`src/rtl/seg_scan_display_pkg.sv`:
```
// Shared constants, converter state type and helpers for the scanned 7-segment display.
package seg_pkg;

  localparam logic [6:0] SEG_0     = 7'b1111110;
  localparam logic [6:0] SEG_1     = 7'b0110000;
  localparam logic [6:0] SEG_2     = 7'b1101101;
  localparam logic [6:0] SEG_3     = 7'b1111001;
  localparam logic [6:0] SEG_4     = 7'b0110011;
  localparam logic [6:0] SEG_5     = 7'b1011011;
  localparam logic [6:0] SEG_6     = 7'b1011111;
  localparam logic [6:0] SEG_7     = 7'b1110000;
  localparam logic [6:0] SEG_8     = 7'b1111111;
  localparam logic [6:0] SEG_9     = 7'b1111011;
  localparam logic [6:0] SEG_BLANK = 7'b0000000;

  typedef enum logic {IDLE, CONV} conv_state_e;

  // Smallest digit count d with 10^d > 2^bin_w - 1.
  function automatic int min_digits(input int bin_w);
    longint unsigned max_v;
    longint unsigned pow;
    int              d;
    max_v = (64'd1 << bin_w) - 64'd1;
    pow   = 64'd10;
    d     = 1;
    while (pow <= max_v) begin
      pow = pow * 64'd10;
      d++;
    end
    return d;
  endfunction

  function automatic logic [6:0] seg_encode(input logic [3:0] code);
    case (code)
      4'd0:    return SEG_0;
      4'd1:    return SEG_1;
      4'd2:    return SEG_2;
      4'd3:    return SEG_3;
      4'd4:    return SEG_4;
      4'd5:    return SEG_5;
      4'd6:    return SEG_6;
      4'd7:    return SEG_7;
      4'd8:    return SEG_8;
      4'd9:    return SEG_9;
      default: return SEG_BLANK;
    endcase
  endfunction

endpackage

```
`src/rtl/seg_scan_display_if.sv`:
```
// Valid/ready value bus feeding the scanned display.
interface seg_scan_display_if #(
    parameter int BIN_W = 8
);
    logic [BIN_W-1:0] value_i;
    logic             valid_i;
    logic             ready_o;

    modport master (output value_i, output valid_i, input ready_o);
    modport slave  (input value_i, input valid_i, output ready_o);
endinterface

```
`src/rtl/seg_scan_display_conv.sv`:
```
// Sequential shift-add-3 binary to BCD converter with valid/ready intake.
module bcd_seq_conv
    import seg_pkg::*;
#(
    parameter int BIN_W  = 8,
    parameter int DIGITS = 3
) (
    input  logic                  clk,
    input  logic                  rst_n,
    input  logic [BIN_W-1:0]      value,
    input  logic                  valid,
    output logic                  ready,
    output logic                  commit,
    output logic [DIGITS*4-1:0]   result
);

    localparam int CNT_W = $clog2(BIN_W + 1);

    conv_state_e          state, state_nxt;
    logic [BIN_W-1:0]     shreg;
    logic [DIGITS*4-1:0]  acc, adj, acc_nxt;
    logic [CNT_W-1:0]     cnt;

    always_comb begin
        adj = acc;
        for (int unsigned i = 0; i < DIGITS; i++) begin
            if (acc[i*4 +: 4] > 4'd4)
                adj[i*4 +: 4] = acc[i*4 +: 4] + 4'd3;
        end
        acc_nxt = {adj[DIGITS*4-2:0], shreg[BIN_W-1]};
    end

    assign result = acc_nxt;

    always_ff @(posedge clk or negedge rst_n) begin
        if (!rst_n) state <= IDLE;
        else        state <= state_nxt;
    end

    always_comb begin
        state_nxt = state;
        ready     = 1'b0;
        commit    = 1'b0;
        case (state)
            IDLE: begin
                ready = 1'b1;
                if (valid) state_nxt = CONV;
            end
            CONV: begin
                // Last shift lands directly in the display register via commit.
                if (cnt == CNT_W'(1)) begin
                    commit    = 1'b1;
                    state_nxt = IDLE;
                end
            end
            default: state_nxt = IDLE;
        endcase
    end

    always_ff @(posedge clk or negedge rst_n) begin
        if (!rst_n) begin
            shreg <= '0;
            acc   <= '0;
            cnt   <= '0;
        end else if (state == IDLE && valid) begin
            shreg <= value;
            acc   <= '0;
            cnt   <= CNT_W'(BIN_W);
        end else if (state == CONV) begin
            shreg <= {shreg[BIN_W-2:0], 1'b0};
            acc   <= acc_nxt;
            cnt   <= cnt - CNT_W'(1);
        end
    end

endmodule

```
`src/rtl/seg_scan_display.sv`:
```
// Binary value to multiplexed 7-segment display: BCD converter, display register, scanner.
// Optional SEG_SCAN_LZB_EN enables leading-zero blanking.
module seg_scan_display
    import seg_pkg::*;
#(
    parameter int BIN_W     = 8,
    parameter int DIGITS    = 3,
    parameter int SCAN_DIV  = 1024,
    parameter int BLANK_CYC = 16
) (
    input  logic                clk,
    input  logic                rst_n,
    seg_scan_display_if.slave   bus,
    input  logic                enable_i,
    output logic [6:0]          seg_o,
    output logic [DIGITS-1:0]   dig_n_o
);

    localparam int PRESC_W = $clog2(SCAN_DIV);
    localparam int IDX_W   = (DIGITS > 1) ? $clog2(DIGITS) : 1;

    if (DIGITS < min_digits(BIN_W)) begin : g_bad_digits
        $error("seg_scan_display: DIGITS too small for BIN_W");
    end
    if (SCAN_DIV < 2) begin : g_bad_div
        $error("seg_scan_display: SCAN_DIV must be at least 2");
    end
    if (BLANK_CYC >= SCAN_DIV) begin : g_bad_blank
        $error("seg_scan_display: BLANK_CYC must be below SCAN_DIV");
    end

    logic                      commit;
    logic [DIGITS*4-1:0]       result;
    logic [DIGITS-1:0][3:0]    disp;
    logic [PRESC_W-1:0]        presc;
    logic [IDX_W-1:0]          idx;
    logic                      active;
    logic                      blank;

    bcd_seq_conv #(.BIN_W(BIN_W), .DIGITS(DIGITS)) u_conv (
        .clk    (clk),
        .rst_n  (rst_n),
        .value  (bus.value_i),
        .valid  (bus.valid_i),
        .ready  (bus.ready_o),
        .commit (commit),
        .result (result)
    );

    always_ff @(posedge clk or negedge rst_n) begin
        if (!rst_n)      disp <= '0;
        else if (commit) disp <= result;
    end

    always_ff @(posedge clk or negedge rst_n) begin
        if (!rst_n) begin
            presc <= '0;
            idx   <= IDX_W'(DIGITS - 1);
        end else if (presc == PRESC_W'(SCAN_DIV - 1)) begin
            presc <= '0;
            idx   <= (idx == '0) ? IDX_W'(DIGITS - 1) : idx - IDX_W'(1);
        end else begin
            presc <= presc + PRESC_W'(1);
        end
    end

    assign active = (presc >= PRESC_W'(BLANK_CYC)) && enable_i;

`ifdef SEG_SCAN_LZB_EN
    logic [DIGITS-1:0] lead_zero;

    // lead_zero[i]: digit i and every digit above it are zero.
    always_comb begin
        lead_zero = '0;
        lead_zero[DIGITS-1] = (disp[DIGITS-1] == 4'd0);
        for (int unsigned i = 1; i < DIGITS; i++)
            lead_zero[DIGITS-1-i] = lead_zero[DIGITS-i] && (disp[DIGITS-1-i] == 4'd0);
        blank = (idx != '0) && lead_zero[idx];
    end
`else
    assign blank = 1'b0;
`endif

    always_ff @(posedge clk or negedge rst_n) begin
        if (!rst_n) begin
            seg_o   <= '0;
            dig_n_o <= '1;
        end else if (active) begin
            seg_o   <= blank ? SEG_BLANK : seg_encode(disp[idx]);
            dig_n_o <= ~(DIGITS'(1) << idx);
        end else begin
            seg_o   <= '0;
            dig_n_o <= '1;
        end
    end

endmodule

```
`src/flat_wrapper.sv`:
```
// flat-port wrapper written by rule: the top's interface ports become plain ports
module seg_scan_display_flat import seg_pkg::*;
#(
    parameter int BIN_W     = 8,
    parameter int DIGITS    = 3,
    parameter int SCAN_DIV  = 1024,
    parameter int BLANK_CYC = 16
)
  (clk, rst_n, enable_i, seg_o, dig_n_o, bus_value_i, bus_valid_i, bus_ready_o);
  seg_scan_display_if #(.BIN_W(BIN_W)) bus_i ();
  input  logic clk;
  input  logic rst_n;
  input  logic enable_i;
  output logic [6:0] seg_o;
  output logic [DIGITS-1:0] dig_n_o;
  input wire logic [$bits(bus_i.value_i)-1:0] bus_value_i;
  input wire logic [$bits(bus_i.valid_i)-1:0] bus_valid_i;
  output wire logic [$bits(bus_i.ready_o)-1:0] bus_ready_o;
  assign bus_i.value_i = bus_value_i;
  assign bus_i.valid_i = bus_valid_i;
  assign bus_ready_o = bus_i.ready_o;
  seg_scan_display #(.BIN_W(BIN_W), .DIGITS(DIGITS), .SCAN_DIV(SCAN_DIV), .BLANK_CYC(BLANK_CYC)) u_core (.clk(clk), .rst_n(rst_n), .bus(bus_i), .enable_i(enable_i), .seg_o(seg_o), .dig_n_o(dig_n_o));
endmodule
```
`config.mk`:
```
export PLATFORM = sky130hd
export DESIGN_NAME = seg_scan_display_flat
export DESIGN_NICKNAME = d
export VERILOG_FILES = /design/src/rtl/seg_scan_display_pkg.sv /design/src/rtl/seg_scan_display_if.sv /design/src/rtl/seg_scan_display_conv.sv /design/src/rtl/seg_scan_display.sv /design/src/flat_wrapper.sv
export SDC_FILE = /design/constraint.sdc
export NUM_CORES = 1
export LEC_CHECK = 0
export BUFFER_PORTS_ARGS = -buffer_cell sky130_fd_sc_hd__buf_2
export CAP_MARGIN = 10
export CORE_AREA = 2 2 107 83
export CTS_CLUSTER_SIZE = 16
export DETAILED_ROUTE_END_ITERATION = 10
export DIE_AREA = 0 0 109 85
export PLACE_DENSITY = 0.54
export SYNTH_ARGS = -nofsm -noshare
export SYNTH_HDL_FRONTEND = slang
export SYNTH_SLANG_ARGS = --single-unit
```
`constraint.sdc`:
```
create_clock -name clk -period 2.3 [get_ports clk]
set_input_delay 0.345 -clock clk [delete_from_list [all_inputs] [get_ports clk]]
set_output_delay 0.345 -clock clk [all_outputs]
set_load 0.1 [all_outputs]
```
Word level (Yosys, flattened, before mapping)
Memories as Yosys holds them, arrays and structs flattened.
Cells that the tools add are included.
{ "op_classes": {"n_eq_ne": 2, "add_sub_neg": 6, "bitwise": 2, "shift": 1, "reduce_logical": 4, "muxes": 21, "order_cmp": 5} }
{ "ops": {"columns": ["operator", "count"], "rows": [
  ["$mux 12", 2],
  ["$mux 4", 5],
  ["$mux 8", 2],
  ["$gt 4x3->1 const B", 3],
  ["$add 10x1->10 const B", 1],
  ["$eq 10x10->1 const B", 1],
  ["$ge 10x5->1 const B", 1],
  ["$mux 10", 1],
  ["$add 4x2->4 const B", 2],
  ["$bmux 4 s2", 1],
  ["$mux 7", 1],
  ["$mux 3", 2],
  ["$mux 1", 5],
  ["$eq 4x1->1 const B", 1],
  ["$sub 4x1->4 const B", 1],
  ["$add 3x2->3 const B", 1],
  ["$lt 2x3->1 const B", 1],
  ["$not 3->3", 1],
  ["$shl 1x2->3 const A", 1],
  ["$logic_and 1x1->1", 2],
  ["$logic_not 2->1", 1],
  ["$mux 2", 1],
  ["$pmux 1 s2", 1],
  ["$reduce_bool 2->1", 1],
  ["2 further kinds", 2]
]} }
{ "word_totals": {"memories": 1, "reg_bits": 59, "elab_cells": 53, "output_inout_bits": 11, "romBits": 112} }
{ "mem_list": {"columns": ["memory", "depth", "word_bits", "read_ports", "rd_clocked_by_memory_dff", "wr", "line", "source"], "rows": [
  ["(no name shown)", 16, 7, 1, 0, 0, "seg_scan_display_pkg.sv:34", "case (code)"]
]} }

Longest topological paths before layout
{ "depth": {"depth_word": 4, "mapped_depth": 8, "ltp_nobuf": 7} }

Hierarchy
A second synthesis with hierarchy kept.
{ "hier_totals": {"cells_unflattened": 281, "hier_area_um2": 3160.5} }
{ "modules_own_cells": {"columns": ["module", "cells_each", "instances", "seq_area_each_um2", "area_per_inst_um2"], "rows": [
  ["seg_scan_display", 128, 1, 855.8, 1715.4],
  ["bcd_seq_conv", 153, 1, 625.6, 1445.1]
]} }

Worst setup path after synthesis
No wires, ideal clock.
{ "synth_timing": {"path_type": "reg2reg", "startpoint": "register u_core.idx[1]", "endpoint": "register u_core.seg_o[6]", "stages_incl_launch_ff": 8, "setup_ns": 0.094, "synth_period_minus_slack_ns": 2.149, "required_time_ns": 2.206, "arrival_ns": 2.055, "slack_ns": 0.151, "cell_sequence": "dfstp_2 > buf_6 > mux2_2 > a22oi_1 > inv_1 > ha_1 > mux2_2 > a211oi_1"} }
{ "synth_between": {"elab_chain_cells": 4} }
{ "synth_lines": {"columns": ["element", "line", "source"], "rows": [
  ["start, declared", "seg_scan_display.sv:36", "logic [IDX_W-1:0] idx;"],
  ["start signal, assigned", "seg_scan_display.sv:58", "idx <= IDX_W'(DIGITS - 1);"],
  ["start signal, assigned", "seg_scan_display.sv:61", "idx <= (idx == '0) ? IDX_W'(DIGITS - 1) : idx - IDX_W'(1);"],
  ["$bmux 4 s2", "seg_scan_display.sv:89", "seg_o <= blank ? SEG_BLANK : seg_encode(disp[idx]);"],
  ["$mux 4 (implied by the code)", "seg_scan_display.sv:89", null],
  ["$mem_v2 16x7", null, null],
  ["$mux 7", "seg_scan_display.sv:88", "end else if (active) begin"],
  ["end signal, assigned", "seg_scan_display.sv:89", null],
  ["end, declared", "seg_scan_display.sv:15", "output logic [6:0] seg_o,"]
]} }
No other way between the ends. The select of a mux whose other input is x is not followed.
A chain may end at the register's enable or synchronous reset.

Worst setup path after layout
{ "layout_timing": {"startpoint": "register u_core.idx[1]", "endpoint": "register u_core.seg_o[0]"} }
Same word-level chain as after synthesis.

==> reports/metrics.cfg <==
[cells_and_area]
final_net_count=335
drive_gt1_share_pct=21.7
final_util_pct=41.8
nFillCells=804
antennaDiodeCount=0
syn2layout_area_growth_pct=14.8

[placed_design]
globalplace.congestion=0.770
dp_slack_ns=0.176
post-dp-hpwl_mm=3.62
numPortBuffers=22

[sta]
fin_hold_ws_ns=-0.00839
fin_skew_ns=0.00728
fmax_mhz=472
finalHoldViolations=4
final.min_clock_period_ns=2.12
fin_ws_ns=0.183
rsz0062_at_grt=false
drv_slew=0
setup_tns_ns=0
worst_slew_pin_slew_ns=0.538
fin_crit_sh_pct=92.0
relSlewSlack_pct=63.9
setup_viol_count_final=0

[logic_synthesis]
avgSynthCellArea_um2=10.9
async_flop_share_pct=100
synth_seq_cells=59
yosys.area_share.xor_xnor_pct=3.21
synth_edf_count=0
synthAdderAreaFrac_pct=7.93
synth_area_um2=3000
synth_seq_area_share_pct=49.4
synth_compound_area_share_pct=13.6
synth_top_family_by_area=compound AO/OA/AOI/OAI gates
yosys.area_share.simple_pct=10.9
synthesis.nets=305
synth.area.mux_share_pct=10.3
synth_top_flop_cell=dfrtp_1
yosysUniqueCellTypes=42
synth_warnings=0
netlist_instances=274

[power]
sw_frac_of_total_pct=42.4
power_frac_seq_pct=35.0
total_leakage_power_nw=1.60
clock_power_share_pct=19.8
power_density_nw_per_um2=1380
combPwrFrac_pct=45.2
irDropWorstVdd_mv=0.510
power.switching_mw=2.01
finalPower_mw=4.73
power.internal_mw=2.73

[routing]
wl_per_cell_um=12.9
dr_total_vias=1991
wirelength_mm=5.37
dr.pass1.iters=4
viasPerCell=4.77
postRouteAntennaNets=0
drt-initial-drc-count=70
drc=0

[worst_setup_path]
cp-start-kind=flop
critPathCaptureType=flop
path_max_fanout=9
path_class=reg -> reg
worst_ep_required_time_ns=2.55
critPathArrivalTime_ns=2.36

[clocking]
cts-root-buf=clkbuf_8
cts_tree=done
post_cts_buffers=0
clockBufferDepth=2
postCtsHoldBufs=0
clk_pin_slew_ns=0.07
htreeDepth=3
clk_latency_ns=0.34
clkSinkCount=59
post_cts_resized=0
numCtsBuffers=9

[grt]
antenna_found_initial=0
grt.overflow.total=0
grtUsageMet3_pct=4.38
grt_max_degree=60
grt_first_pass_wirelength_mm=9.56
grtUsageMet1_pct=19.3
top_usage_layer=met1
track_usage_pct=13.5
grt_pass1_vias=1921
grt_util_met2_pct=18.6

[floorplanning]
std_cell_rows=29
core_um2=8240
initial_utilization_pct=36.4
io_pins=23
die_w_um=109
die_h_um=85
die_area_um2=9270

[worst_hold_path]
hold_path_class=in -> async

[run]
cap_viol_max_count=0

[run_status]
violations=negative hold slack
status=complete, but fails checks

==> worst max-delay path, stage by stage (launching register included) <==
cell,delay (ns)
dfstp_2,0.67
mux2_2,0.36
a22oi_1,0.19
inv_1,0.10
ha_1,0.22
mux2_2,0.26
a211oi_1,0.22
==> area by class of cell <==
cell class              instances  area, um^2  share of cell area [%]
flip-flops and latches         59        1480                    43.1
multi-input cells             183        1380                    40.0
repair buffers                 29         175                    5.09
clock buffers                  13         149                    4.33
well taps                     108         135                    3.93
inverters                      22        82.6                    2.40
clock inverters                 3        40.0                    1.16
==> synthesized netlist by cell type, drive strengths merged, types with 3 or more instances <==
cell     n  area, um^2
buf      5        37.5
dfstp    4         105
nor2    17        63.8
xnor2    9        78.8
a21oi   14        73.8
a211oi   6        45.0
clkbuf   5        18.8
a31oi    3        18.8
dfrtp   55        1380
mux2i   15         150
nor2b    4        32.5
nor3     9        45.0
ha      19         238
nand2   22        82.6
or3      3        18.8
mux2    13         158
a21o     5        37.5
o21ai   20         100
nand3    3        15.0
a22oi    4        62.6
a22o     3        26.3
inv     21        78.8
==> state kept, by name, indices dropped and copies added (netlist names) <==
signal	flops
u_core.dig_n_o	3
u_core.disp	12
u_core.idx	2
u_core.presc	10
u_core.seg_o	7
u_core.u_conv.acc	12
u_core.u_conv.cnt	4
u_core.u_conv.shreg	8
u_core.u_conv.state	1
==> power groups by stage <==
stage	sequential, mW	combinational (mW)	clock (mW)
after floorplan	2.04	1.34	0
after detailed placement	1.68	2.17	0
final	1.66	2.14	0.935
after global routing	1.71	2.39	1.01
after global placement	1.68	2.14	0
after CTS	1.66	2.17	0.971
==> routing by layer <==
metal	share of wire [%]	wire length, um
met1	53	2840
met2	42	2270
met3	3.0	161
met4	2.0	106
met5	0	0
==> kinds of logic after synthesis <==
kind of cell	Yosys count
flip-flops	59
multiplexers	28
XOR/XNOR	11
AND/OR/NAND/NOR	65
AO/OA/AOI/OAI	60
buffers and inverters	32
adder cells (fa/ha/maj)	19
==> worst paths after layout <==
kind	start	slack (ns)	end	cells past startpoint
worst max-delay path	u_core.idx[1]$_DFFE_PN1N_	0.18	u_core.seg_o[0]$_DFF_PN0_	6
worst min-delay path	rst_n	-0.008	u_core.u_conv.shreg[6]$_DFFE_PN0P_	2
min in group clk	bus_value_i[0]	0.26	u_core.u_conv.shreg[0]$_DFFE_PN0P_	3
worst min register to register	u_core.u_conv.shreg[0]$_DFFE_PN0P_	0.48	u_core.u_conv.shreg[1]$_DFFE_PN0P_	2
max in group asynchronous	rst_n	1.98	u_core.dig_n_o[1]$_DFF_PN1_	2
worst max register to register	u_core.idx[1]$_DFFE_PN1N_	0.18	u_core.seg_o[0]$_DFF_PN0_	6
==> stage by stage <==
stage	cells	instance area, um^2
after floorplan	274	3000
after global placement	401	3250
after detailed placement	401	3250
after CTS	417	3440
after global routing	417	3440
final	417	3440
==> cell usage in the layout (no fill, tap or decap), drive strengths merged, types with 5 or more instances in the layout <==
master	n
dfrtp	55
buf	29
nand2	22
inv	21
o21ai	20
ha	19
nor2	17
mux2i	15
a21oi	14
mux2	13
clkbuf	13
xnor2	9
nor3	9
a211oi	6
a21o	5
(Power assumes the default switching activity.)
